===== config.mk =====
export PLATFORM = sky130hd
export DESIGN_NAME = uart_rx_os
export DESIGN_NICKNAME = d
export VERILOG_FILES = /design/src/rtl/uart_rx_os.sv
export SDC_FILE = /design/constraint.sdc
export NUM_CORES = 1
export LEC_CHECK = 0
export BUFFER_PORTS_ARGS = -buffer_cell sky130_fd_sc_hd__buf_2
export CAP_MARGIN = 15
export CORE_AREA = 4 4 106 108
export CTS_CLUSTER_SIZE = 10
export DETAILED_ROUTE_END_ITERATION = 12
export DIE_AREA = 0 0 110 112
export PLACE_DENSITY = 0.75
export SLEW_MARGIN = 20
export SYNTH_ARGS = -nofsm -noshare
export SYNTH_HDL_FRONTEND = slang
export SYNTH_SLANG_ARGS = --single-unit

===== constraint.sdc =====
create_clock -name clk -period 4.2 [get_ports clk]
set_input_delay 0.63 -clock clk [delete_from_list [all_inputs] [get_ports clk]]
set_output_delay 0.63 -clock clk [all_outputs]
set_load 0.1 [all_outputs]

===== src/rtl/uart_rx_os.sv =====
`timescale 1ns/1ps
// uart_rx_os: 16x-oversampling UART receiver with majority vote, break detect and AXI-Stream output FIFO
module uart_rx_os #(
  parameter int DATA_WIDTH = 8,
  parameter int DIV_WIDTH = 16,
  parameter int FIFO_DEPTH = 4
) (
  input  logic                  clk,
  input  logic                  rst,
  input  logic [DIV_WIDTH-1:0]  cfg_div,
  input  logic [1:0]            cfg_parity,
  input  logic                  cfg_stop2,
  input  logic                  rx_wire,
  output logic [DATA_WIDTH-1:0] m_axis_tdata,
  output logic [1:0]            m_axis_tuser,
  output logic                  m_axis_tvalid,
  input  logic                  m_axis_tready,
  output logic                  overrun,
  output logic                  break_det,
  output logic                  rx_busy
);
  localparam int AW = $clog2(FIFO_DEPTH);
  localparam int BW = $clog2(DATA_WIDTH);
  typedef enum logic [2:0] {IDLE, START, DATA, PARITY, STOP, BREAK} state_t;
  state_t st_q;
  logic s1_q, rxs_q, s7_q, s8_q, p_q, perr_q, ferr_q, scnt_q, stop2_q, brk_q, ovr_q;
  logic [DIV_WIDTH-1:0] div_q, tcnt_q;
  logic [1:0] par_q;
  logic [3:0] os_q;
  logic [BW-1:0] bcnt_q;
  logic [DATA_WIDTH-1:0] data_q;
  logic [DATA_WIDTH+1:0] mem_q [FIFO_DEPTH];
  logic [AW-1:0] wr_q, rd_q;
  logic [AW:0] cnt_q;
  logic tick, dec, eob, maj, pen, last_stop, brk, fe, push, full, pop, wr;
  always_comb begin
    tick = st_q != IDLE && tcnt_q == div_q - DIV_WIDTH'(1);
    dec = tick && os_q == 4'd9;
    eob = tick && os_q == 4'd15;
    maj = (s7_q & s8_q) | (s7_q & rxs_q) | (s8_q & rxs_q);
    pen = par_q == 2'd1 || par_q == 2'd2;
    last_stop = !stop2_q || scnt_q;
    brk = data_q == '0 && (!pen || !p_q) && !maj && (!stop2_q || ferr_q);
    fe = ferr_q | ~maj;
    push = st_q == STOP && dec && last_stop && !brk;
    full = cnt_q == (AW+1)'(FIFO_DEPTH);
    pop = m_axis_tvalid && m_axis_tready;
    wr = push && (!full || pop);
  end
  always_ff @(posedge clk or posedge rst)
    if (rst) {s1_q, rxs_q} <= 2'b11;
    else {s1_q, rxs_q} <= {rx_wire, s1_q};
  always_ff @(posedge clk or posedge rst)
    if (rst) begin
      st_q <= IDLE;
      div_q <= DIV_WIDTH'(1);
      tcnt_q <= '0;
      par_q <= '0;
      stop2_q <= 1'b0;
      os_q <= '0;
      s7_q <= 1'b1;
      s8_q <= 1'b1;
      bcnt_q <= '0;
      data_q <= '0;
      p_q <= 1'b0;
      perr_q <= 1'b0;
      ferr_q <= 1'b0;
      scnt_q <= 1'b0;
      brk_q <= 1'b0;
    end else begin
      brk_q <= 1'b0;
      if (st_q != IDLE) begin
        tcnt_q <= tick ? '0 : tcnt_q + DIV_WIDTH'(1);
        if (tick) os_q <= os_q + 4'd1;
      end
      if (tick && os_q == 4'd7) s7_q <= rxs_q;
      if (tick && os_q == 4'd8) s8_q <= rxs_q;
      case (st_q)
        IDLE: if (!rxs_q) begin
          st_q <= START;
          div_q <= cfg_div == '0 ? DIV_WIDTH'(1) : cfg_div;
          par_q <= cfg_parity;
          stop2_q <= cfg_stop2;
          tcnt_q <= '0;
          os_q <= '0;
          bcnt_q <= '0;
          scnt_q <= 1'b0;
          p_q <= 1'b0;
          perr_q <= 1'b0;
          ferr_q <= 1'b0;
        end
        START: if (dec && maj) st_q <= IDLE;
          else if (eob) st_q <= DATA;
        DATA: begin
          if (dec) data_q <= {maj, data_q[DATA_WIDTH-1:1]};
          if (eob) begin
            bcnt_q <= bcnt_q + BW'(1);
            if (bcnt_q == BW'(DATA_WIDTH-1)) st_q <= pen ? PARITY : STOP;
          end
        end
        PARITY: begin
          if (dec) begin
            p_q <= maj;
            perr_q <= par_q == 2'd1 ? (^data_q) == maj : (^data_q) != maj;
          end
          if (eob) st_q <= STOP;
        end
        STOP: begin
          if (dec && !last_stop) ferr_q <= ~maj;
          if (eob) scnt_q <= 1'b1;
          if (dec && last_stop) begin
            st_q <= brk ? BREAK : IDLE;
            brk_q <= brk;
          end
        end
        BREAK: if (rxs_q) st_q <= IDLE;
        default: st_q <= IDLE;
      endcase
    end
  always_ff @(posedge clk)
    if (wr) mem_q[wr_q] <= {perr_q, fe, data_q};
  always_ff @(posedge clk or posedge rst)
    if (rst) begin
      wr_q <= '0;
      rd_q <= '0;
      cnt_q <= '0;
      ovr_q <= 1'b0;
    end else begin
      if (wr) wr_q <= wr_q + AW'(1);
      if (pop) rd_q <= rd_q + AW'(1);
      cnt_q <= cnt_q + (AW+1)'(wr) - (AW+1)'(pop);
      ovr_q <= push && full && !pop;
    end
  assign m_axis_tvalid = cnt_q != '0;
  assign m_axis_tdata = m_axis_tvalid ? mem_q[rd_q][DATA_WIDTH-1:0] : '0;
  assign m_axis_tuser = m_axis_tvalid ? mem_q[rd_q][DATA_WIDTH+1:DATA_WIDTH] : '0;
  assign overrun = ovr_q;
  assign break_det = brk_q;
  assign rx_busy = st_q != IDLE;
endmodule


==> results.json, run 1 <==
{
  "num_antenna_cells": 0,
  "drt_iter0_markers": 143,
  "synth_area_leader_cell": "dfrtp_1",
  "async_reset_ff_share_pct": 63.6,
  "nNetsFinal": 575,
  "worstPathRequired_ns": 4.50,
  "fmax_ghz": 0.253,
  "via_count": 3769,
  "h-tree-depth": 3,
  "ys_ff_latch": 110,
  "final_cell_mix": "nand2_1, dfrtp_1, edfxtp_1",
  "clockRootBuffer": "clkbuf_8",
  "fin_crit_ns": 3.96,
  "rows": 37,
  "grt_pass1_wl_um": 18900,
  "rrSetupSlack_ns": 0.24,
  "cts_buffers": 9,
  "hp-class": "primary input to register",
  "cp-end-kind": "register",
  "cp_cell_sequence": "inv_1 > ha_1 > xnor2_1 > a21o_1 > o21ai_1 > nand4_1 > or4_4 > nor4b_4 > inv_1 > ha_1 > inv_1 > ha_1 > inv_1 > fa_1 > xnor2_1 > xnor2_1",
  "worst_r2r_path_depth": 16,
  "nFillCells": 839,
  "numPortBuffers": 36,
  "finClkSkew_ns": 0.0161,
  "setup_violations": 0,
  "antenna_found_initial": 0,
  "cts_setup_buffers": 0,
  "syn-num-nets": 542,
  "drc_errors": 0,
  "leakagePower_nw": 2.63,
  "clkSlewWorstSetupHoldPaths_ns": 0.11,
  "outcome": "finished, final reports clean",
  "track_usage_pct": 19.5,
  "die_area_um2": 12300,
  "crit-reg2reg-launch": "div_q[0]",
  "mostFrequentLayoutCell": "nand2_1",
  "dr.pass1.iters": 4,
  "hold_slack_ns": 0.344,
  "pin_count": 37,
  "initial_core_util_pct": 54.4,
  "crit_end": "cnt_q[2]",
  "grt_pass1_vias": 3832,
  "hold_viol_final": 0,
  "synth-edff-count": 40,
  "synth_area_leaders": "dfrtp_1, edfxtp_1, nand2_1, ha_1, mux4_2",
  "coreArea_um2": 10200,
  "min_period_over_period_pct": 94.2,
  "drv_slew": 0,
  "power_density_nw_per_um2": 364,
  "drt-total-wl_um": 11200,
  "gr-total-overflow": 0,
  "syn-instance-count": 500,
  "clock-sinks": 110,
  "tightest_slew_ns": 0.868,
  "gp_congestion": 0.910,
  "synth_top_flop_cell": "dfrtp_1",
  "syn_to_final_growth_pct": 10.4,
  "cts_buffer_depth": 2,
  "ir_drop_mv": 0.208,
  "fin_setup_tns_ns": 0,
  "crit_slowest_cell": "dfstp_2",
  "synth_top_area_share_pct": 29.2,
  "clkLatencyLatePin_ns": 0.38,
  "syn_area_um2": 5570,
  "post_synth.cell_area_avg_um2": 11.1,
  "drt-vias-per-instance": 5.59,
  "cp_max_fo": 7,
  "r2r-end": "cnt_q[2]",
  "die_width_um": 110,
  "ys_seq_area_share_pct": 53.1,
  "cpPeakStageDelay_ns": 0.61,
  "arrival_ns": 4.26,
  "max_cap_violations": 0,
  "start_kind": "register",
  "yosys_warnings": 0,
  "wire_per_inst_um": 16.6,
  "dp_hpwl_um": 8220,
  "grt_max_degree": 37,
  "die_h_um": 112,
  "worstSetupPathType": "register to register",
  "cts_tree": "yes",
  "slew_headroom_pct": 42.0,
  "antenna_left": 0,
  "crit_start": "div_q[0]",
  "drive_gt1_share_pct": 17.8,
  "cp_common_cell": "inv_1",
  "hp-start": "rx_wire",
  "netlist-cell-type-count": 59,
  "p_total_w": 0.00223
}
[logic make-up (layout without fill, tap and decap cells)]
| kind of cell | Yosys count | in the layout | share of synthesized area [%] |
|---|---|---|---|
| AO/OA/AOI/OAI | 46 | 46 | 5.30 |
| XOR/XNOR | 44 | 44 | 6.92 |
| adder cells (fa/ha/maj) | 20 | 20 | 4.58 |
| buffers and inverters | 50 | 88 | 3.46 |
| flip-flops | 110 | 110 | 53.1 |
| multiplexers | 29 | 29 | 7.59 |
| AND/OR/NAND/NOR | 201 | 201 | 19.0 |
[synth_stat cells (all sizes together) (2+ instances only)]
library cell / n
a211o: 2
a21o: 2
a21oi: 8
a31oi: 2
and2: 15
and3: 2
buf: 5
clkbuf: 17
dfrtp: 65
dfstp: 5
edfxtp: 40
ha: 18
inv: 28
mux2: 6
mux2i: 13
mux4: 10
nand2: 72
nand2b: 5
nand3: 12
nand3b: 2
nand4: 11
nor2: 29
nor2b: 5
nor3: 12
nor4: 11
nor4b: 4
o211ai: 2
o21ai: 17
o31ai: 2
or3: 6
or4: 4
or4b: 2
xnor2: 22
xor2: 22
[repair_timing]
item | CTS | global route
resized for setup | 0 | 10
endpoints found under the setup margin | 0 | 2
hold endpoints to repair | 0 | 0
hold buffers | 0 | 0
[worst max-delay path, delay by kind of cell, from the launching register on]
family	cells	cell delay (ns)
flops	1	0.61
simple gates	3	1.06
compound gates	2	0.37
buf+inv	4	0.26
fa+ha+maj	4	1.11
xor+xnor	3	0.48
[layout make-up]
type	instances	area (um2)	share of cell area, %
flip-flops and latches	110	2960	48.2
multi-input cells	340	2470	40.3
repair buffers	44	240	3.91
well taps	136	170	2.77
clock buffers	9	124	2.02
inverters	28	105	1.71
clock inverters	7	71.3	1.16
[routing by layer]
layer | GRT usage [%] | part of all wire [%]
met1 | 25.1 | 42
met2 | 32.0 | 51
met3 | 2.84 | 3.9
met4 | 9.48 | 3.6
met5 | 0 | 0
[worst min path at each step]
stage / endpoint / slack (ns) / depth (start not counted)
after floorplan: rxs_q / 0.35 / 0
after global placement: rxs_q / 0.35 / 0
after detailed placement: rxs_q / 0.35 / 0
after CTS: s1_q / 0.33 / 1
after global routing: s1_q / 0.33 / 1
final: s1_q / 0.34 / 1
[report_power, final]
| group | leakage (nW) | switching [W] | internal [W] |
|---|---|---|---|
| logic | 1.20 | 0.000176 | 0.000146 |
| registers | 1.33 | 0.000123 | 0.00116 |
| clock network | 0.0983 | 0.000397 | 0.000235 |
| total | 2.63 | 0.000696 | 0.00154 |
[registers in the layout (all words and copies together), names as in the netlist, 2 cells and up]
name / count
mem_q: 40
div_q: 16
tcnt_q: 16
data_q: 8
os_q: 4
bcnt_q: 3
cnt_q: 3
st_q: 3
par_q: 2
rd_q: 2
wr_q: 2
[through the flow]
stage	instance area [um2]	std cells	utilization (%)	setup slack (ns)
after floorplan	5570	500	-	0.290
after global placement	5890	658	57.6	0.219
after detailed placement	5890	658	57.6	0.0464
after CTS	6090	674	59.5	0.0174
after global routing	6150	674	60.1	-0.00476
final	6150	674	60.1	0.243
Note: power is estimated with default switching activity, not from simulation.
==> run 2, diff against run 1 <==
--- a/config.mk
+++ b/config.mk
@@ -7,11 +7,11 @@
 export LEC_CHECK = 0
 export BUFFER_PORTS_ARGS = -buffer_cell sky130_fd_sc_hd__buf_2
 export CAP_MARGIN = 15
-export CORE_AREA = 4 4 106 108
+export CORE_AREA = 4 4 101 103
 export CTS_CLUSTER_SIZE = 10
 export DETAILED_ROUTE_END_ITERATION = 12
-export DIE_AREA = 0 0 110 112
-export PLACE_DENSITY = 0.75
+export DIE_AREA = 0 0 105 107
+export PLACE_DENSITY = 0.79
 export SLEW_MARGIN = 20
 export SYNTH_ARGS = -nofsm -noshare
 export SYNTH_HDL_FRONTEND = slang
==> constraint.sdc (replaced) <==
create_clock -name clk -period 4.3 [get_ports clk]
set_input_delay 0.86 -clock clk [delete_from_list [all_inputs] [get_ports clk]]
set_output_delay 0.86 -clock clk [all_outputs]
set_load 0.1 [all_outputs]
==> run 2 against run 1 <==
  * Register-to-register slack hardly changed
  * First-iteration DRC count rose by 2.1%
  * Critical path depth unchanged
  * Final cell count down 3.9%
  * Fmax fell by 2.2%
  * Combinational power decreased by 6.2%
  * Worst hold slack better by 0.018 ns
  * Sequential power decreased by 3%
  * Critical path type unchanged
  * Critical endpoint unchanged
  * Largest cell class unchanged
  * Highest routed layer unchanged
==> results.json, run 2 (synthesized netlist as in run 1, its figures left out) <==
{
  "cts_hold_buffers": 0,
  "setup_violations": 0,
  "fin_crit_ns": 4.05,
  "met1_usage_pct": 26.1,
  "die_width_um": 105,
  "holdPathStages": 0,
  "finClkSkew_ns": 0.0123,
  "cts_buffers": 9,
  "hp-class": "register to register",
  "cp_max_fo": 7,
  "gp_congestion": 0.908,
  "crit-reg2reg-launch": "div_q[0]",
  "clockRootBuffer": "clkbuf_8",
  "setup_ws_ns": 0.253,
  "fmax_ghz": 0.247,
  "top_usage_layer": "met2",
  "grt.met3_usage_pct": 4.09,
  "pin_count": 37,
  "fin_area_um2": 6030,
  "hold_viol_final": 0,
  "dr.pass1.iters": 5,
  "use_met2_pct": 38.5,
  "cts_setup_buffers": 0,
  "via_count": 3810,
  "rrSetupSlack_ns": 0.25,
  "grt_max_degree": 71,
  "nNetsFinal": 574,
  "grt_pass1_vias": 3845,
  "syn_to_final_growth_pct": 8.29,
  "regMostFlops": "mem_q",
  "drt-total-wl_um": 11200,
  "dp_hpwl_um": 8200,
  "outcome": "finished, final reports clean",
  "place_area_um2": 5850,
  "post-place-ws_ns": 0.186,
  "die_h_um": 107,
  "worstPathRequired_ns": 4.60,
  "rows": 35,
  "drive_gt1_share_pct": 16.0,
  "fin_setup_tns_ns": 0,
  "numPortBuffers": 36,
  "leakagePower_nw": 2.58,
  "cp_top_family": "simple AND/OR/NAND/NOR gates",
  "largest_reg_flops": 40,
  "clkSlewWorstSetupHoldPaths_ns": 0.10,
  "ir_drop_mv": 0.248,
  "antenna_left": 0,
  "power_density_nw_per_um2": 349,
  "drt-vias-per-instance": 5.88,
  "h-tree-depth": 3,
  "wire_per_inst_um": 17.3,
  "crit_slowest_cell": "or4_1",
  "drt_iter0_markers": 146,
  "cts_buffer_depth": 2,
  "clkLatencyLatePin_ns": 0.37,
  "min_period_over_period_pct": 94.1,
  "hp-start": "s1_q",
  "final_cell_mix": "nand2_1, dfrtp_1, edfxtp_1",
  "worstSetupPathType": "register to register",
  "cts_tree": "yes",
  "arrival_ns": 4.35,
  "cp.buffers_inverters": 4,
  "start_kind": "register",
  "initial_core_util_pct": 60.6,
  "reg.largest.list": "mem_q x40, div_q x16, tcnt_q x16",
  "min_to": "rxs_q",
  "max_cap_violations": 0,
  "p_total_w": 0.00210,
  "drc_errors": 0,
  "gr-total-overflow": 0,
  "grt_pass1_wl_um": 18900,
  "cp-end-kind": "register",
  "rsz0062_at_grt": "false",
  "cpPeakStageDelay_ns": 0.64,
  "slew_headroom_pct": 41.5,
  "worst_r2r_path_depth": 16,
  "antenna_found_initial": 0,
  "track_usage_pct": 21.3,
  "tightest_slew_ns": 0.878,
  "cp_common_cell": "inv_1",
  "cp_cell_sequence": "inv_1 > ha_1 > xnor2_1 > a21o_1 > o21ai_0 > nand4_1 > or4_1 > nor4b_4 > inv_1 > ha_1 > inv_1 > ha_1 > inv_1 > fa_1 > xnor2_1 > xnor2_1",
  "r2r-end": "cnt_q[2]",
  "mostFrequentLayoutCell": "nand2_1",
  "coreArea_um2": 9200,
  "die_area_um2": 11200,
  "clock-sinks": 110,
  "drv_slew": 0,
  "num_antenna_cells": 0,
  "hold_slack_ns": 0.361
}
-- run 2: metrics by stage --
stage               instances  utilization, %
floorplan                 500               -
global placement          632            63.6
finish                    648            65.6
global route              648            65.6
CTS                       648            65.5
detailed placement        632            63.6
-- run 2: worst max path at each step --
stage,depth (start not counted),slack (ns),to,startpoint
after floorplan,17,0.39,cnt_q[2],div_q[0]
after global placement,14,0.31,cnt_q[2],div_q[6]
after detailed placement,14,0.19,cnt_q[2],div_q[6]
after CTS,14,0.17,cnt_q[2],div_q[6]
after global routing,16,0.04,cnt_q[2],div_q[1]
final,16,0.25,cnt_q[2],div_q[0]
-- run 2: metal layers --
metal | share of wire, % | up-vias
li1 | - | 1829
met1 | 42 | 1887
met2 | 53 | 81
met3 | 3.4 | 13
met4 | 1.4 | 0
met5 | 0 | -
-- run 2: power breakdown --
| part | switching, W | total, W | internal, W |
|---|---|---|---|
| clock network | 0.000346 | 0.000560 | 0.000214 |
| registers | 0.000112 | 0.00124 | 0.00113 |
| logic | 0.000163 | 0.000302 | 0.000139 |
| total | 0.000621 | 0.00210 | 0.00148 |
-- run 2: timing repair --
action,CTS,global route
gates resized for setup,0,2
hold endpoints to repair,0,0
endpoints found under the setup margin,0,1
-- run 2: layout make-up --
cell class,instances,area (um2)
flip-flops and latches,110,2960
multi-input cells,340,2430
inverters,28,105
repair buffers,43,233
fillers,718,3170
clock buffers,11,131
clock inverters,5,37.5
well taps,111,139
==> run 3, diff against run 2 <==
--- a/config.mk
+++ b/config.mk
@@ -5,13 +5,14 @@
 export SDC_FILE = /design/constraint.sdc
 export NUM_CORES = 1
 export LEC_CHECK = 0
+export ABC_AREA = 1
 export BUFFER_PORTS_ARGS = -buffer_cell sky130_fd_sc_hd__buf_2
 export CAP_MARGIN = 15
-export CORE_AREA = 4 4 101 103
+export CORE_AREA = 4 4 104 106
 export CTS_CLUSTER_SIZE = 10
 export DETAILED_ROUTE_END_ITERATION = 12
-export DIE_AREA = 0 0 105 107
-export PLACE_DENSITY = 0.79
+export DIE_AREA = 0 0 108 110
+export PLACE_DENSITY = 0.76
 export SLEW_MARGIN = 20
 export SYNTH_ARGS = -nofsm -noshare
 export SYNTH_HDL_FRONTEND = slang
==> run 3 against run 2 <==
  * Count of clock-buffer cells in the layout increased by 1
  * First-iteration DRC count increased by 130%
  * Final cell count increased by 33%
  * Clock skew decreased by 0.0035 ns
  * Critical path type unchanged
  * Die area increased by 5.7%
  * Clock power increased by 11%
  * Wire length increased by 15%
  * Global-route usage increased by 2.0 points
==> results.json, run 3 <==
{
  "syn-instance-count": 687,
  "synth_area_leaders": "dfrtp_1, edfxtp_1, nand2_1, nor2_1, inv_1",
  "via_count": 4613,
  "rsz0062_at_grt": "false",
  "min_period_over_period_pct": 85.7,
  "fmax_ghz": 0.271,
  "max_cap_violations": 0,
  "worstPathRequired_ns": 4.60,
  "finClkSkew_ns": 0.00883,
  "antenna_found_initial": 0,
  "antenna_left": 0,
  "clkLatencyLatePin_ns": 0.37,
  "muxShareOfSynthArea_pct": 0,
  "crit-reg2reg-launch": "div_q[0]",
  "yosys_warnings": 0,
  "synthSimpleGateAreaFrac_pct": 27.7,
  "initial_core_util_pct": 60.2,
  "drt-total-wl_um": 12800,
  "synth_top_family_by_area": "simple AND/OR/NAND/NOR gates",
  "grt_pass1_wl_um": 21700,
  "final_cell_mix": "nand2_1, nor2_1, inv_1",
  "synth-edff-count": 40,
  "netlist-cell-type-count": 42,
  "cts_buffer_depth": 2,
  "post-place-ws_ns": 0.636,
  "hp-class": "register to register",
  "async_reset_ff_share_pct": 63.6,
  "hold_slack_ns": 0.365,
  "die_width_um": 108,
  "clockRootBuffer": "clkbuf_8",
  "nNetsFinal": 767,
  "numPortBuffers": 36,
  "post-route-util_pct": 65.6,
  "cts_setup_buffers": 0,
  "syn_to_final_growth_pct": 8.88,
  "cts-resized-gates": 0,
  "arrival_ns": 3.99,
  "die_area_um2": 11900,
  "syn-num-nets": 729,
  "synth_top_flop_cell": "dfrtp_1",
  "r2r-end": "cnt_q[2]",
  "rrSetupSlack_ns": 0.61,
  "ys_ff_latch": 110,
  "worstSetupPathType": "register to register",
  "synth_most_common_cell": "nand2_1",
  "grt_max_degree": 43,
  "gp_congestion": 0.881,
  "ys_seq_area_share_pct": 50.3,
  "nFillCells": 804,
  "tightest_slew_ns": 0.818,
  "grt_pass1_vias": 4527,
  "hold_viol_final": 0,
  "largest_reg_flops": 40,
  "fin_setup_tns_ns": 0,
  "synth-compound-area-share_pct": 7.80,
  "regMostFlops": "mem_q",
  "start_kind": "register",
  "cts_buffers": 9,
  "fin_crit_ns": 3.69,
  "setup_violations": 0,
  "track_usage_pct": 23.4,
  "ir_drop_mv": 0.466,
  "wire_per_inst_um": 14.9,
  "drt_iter0_markers": 330,
  "dr.pass1.iters": 5,
  "drt-vias-per-instance": 5.35,
  "pin_count": 37,
  "gr-total-overflow": 0,
  "drv_slew": 0,
  "num_antenna_cells": 0,
  "h-tree-depth": 3,
  "synth_xor_area_share_pct": 3.72,
  "crit_start": "div_q[0]",
  "cts_hold_buffers": 0,
  "clock-sinks": 110,
  "outcome": "finished, final reports clean",
  "worst_r2r_path_depth": 21,
  "slew_headroom_pct": 45.5,
  "crit_end": "cnt_q[2]",
  "cp-end-kind": "register",
  "drive_gt1_share_pct": 13.7,
  "clkSlewWorstSetupHoldPaths_ns": 0.10,
  "rows": 36,
  "post_synth.cell_area_avg_um2": 8.57,
  "dp_hpwl_um": 9560,
  "synthAdderAreaFrac_pct": 4.17,
  "synth_area_leader_cell": "dfrtp_1",
  "die_h_um": 110,
  "cts_tree": "yes",
  "mostFrequentLayoutCell": "nand2_1",
  "cp_max_fo": 10,
  "coreArea_um2": 9770,
  "syn_area_um2": 5890,
  "drc_errors": 0,
  "power_density_nw_per_um2": 453,
  "setup_ws_ns": 0.614,
  "synth_common_cells": "nand2_1, nor2_1, inv_1",
  "reg.largest.list": "mem_q x40, div_q x16, tcnt_q x16",
  "leakagePower_nw": 2.84,
  "synth_top_area_share_pct": 27.6
}
## run 3: through the flow
| step | total power (W) | area (um2) | cells |
|---|---|---|---|
| 2_1_floorplan | 0.00212 | 5890 | 687 |
| 4_1_cts | 0.00293 | 6410 | 863 |
| 3_3_place_gp | 0.00228 | 6220 | 847 |
| 5_1_grt | 0.00304 | 6410 | 863 |
| 6_report | 0.00290 | 6410 | 863 |
| 3_5_place_dp | 0.00231 | 6220 | 847 |
## run 3: power by group
| group | internal (W) | switching, W |
|---|---|---|
| Combinational | 0.000211 | 0.000833 |
| Clock | 0.000275 | 0.000348 |
| Sequential | 0.00113 | 0.000104 |
| Total | 0.00162 | 0.00128 |
## run 3: area by class of cell
type	instances	area, um2	area share [%]
inverters	82	308	4.80
well taps	133	166	2.60
multi-input cells	479	2550	39.8
flip-flops and latches	110	2960	46.2
clock buffers	12	135	2.11
clock inverters	4	55.1	0.859
repair buffers	43	233	3.63
## run 3: worst min-delay path by stage
stage	from	end	slack, ns	cells past startpoint
after detailed placement	s1_q	rxs_q	0.35	0
after floorplan	s1_q	rxs_q	0.35	0
after global routing	s1_q	rxs_q	0.37	0
after CTS	s1_q	rxs_q	0.37	0
after global placement	s1_q	rxs_q	0.35	0
final	s1_q	rxs_q	0.37	0
## run 3: kinds of logic after synthesis
group	Yosys count
xor gates and xnor gates	25
buffers and inverters	98
AOI/OAI and AO/OA	85
DFF	110
and+or+nand+nor	350
adders and majority gates	19
## run 3: worst max-delay path, stage by stage (launching register included)
cell and delay (ns):
dfstp_2 0.56, inv_1 0.09, ha_1 0.28, inv_1 0.09, nand2_1 0.05, nand3_1 0.08
nand2_1 0.05, a21oi_1 0.16, nand2_1 0.12, nor2_4 0.11, nand3_4 0.12, nor2_8 0.22
nand4_2 0.16, nor2_2 0.20, inv_2 0.09, ha_1 0.27, inv_1 0.05, ha_1 0.13
inv_1 0.05, fa_1 0.38, xnor2_1 0.19, xor2_1 0.17
## run 3: per-layer routing
layer	track usage, %	routed length (um)	up-vias
met2	38.9	6050	106
met4	6.58	173	0
met3	4.02	563	18
li1	-	-	2294
met5	0	0	-
met1	31.9	6040	2195
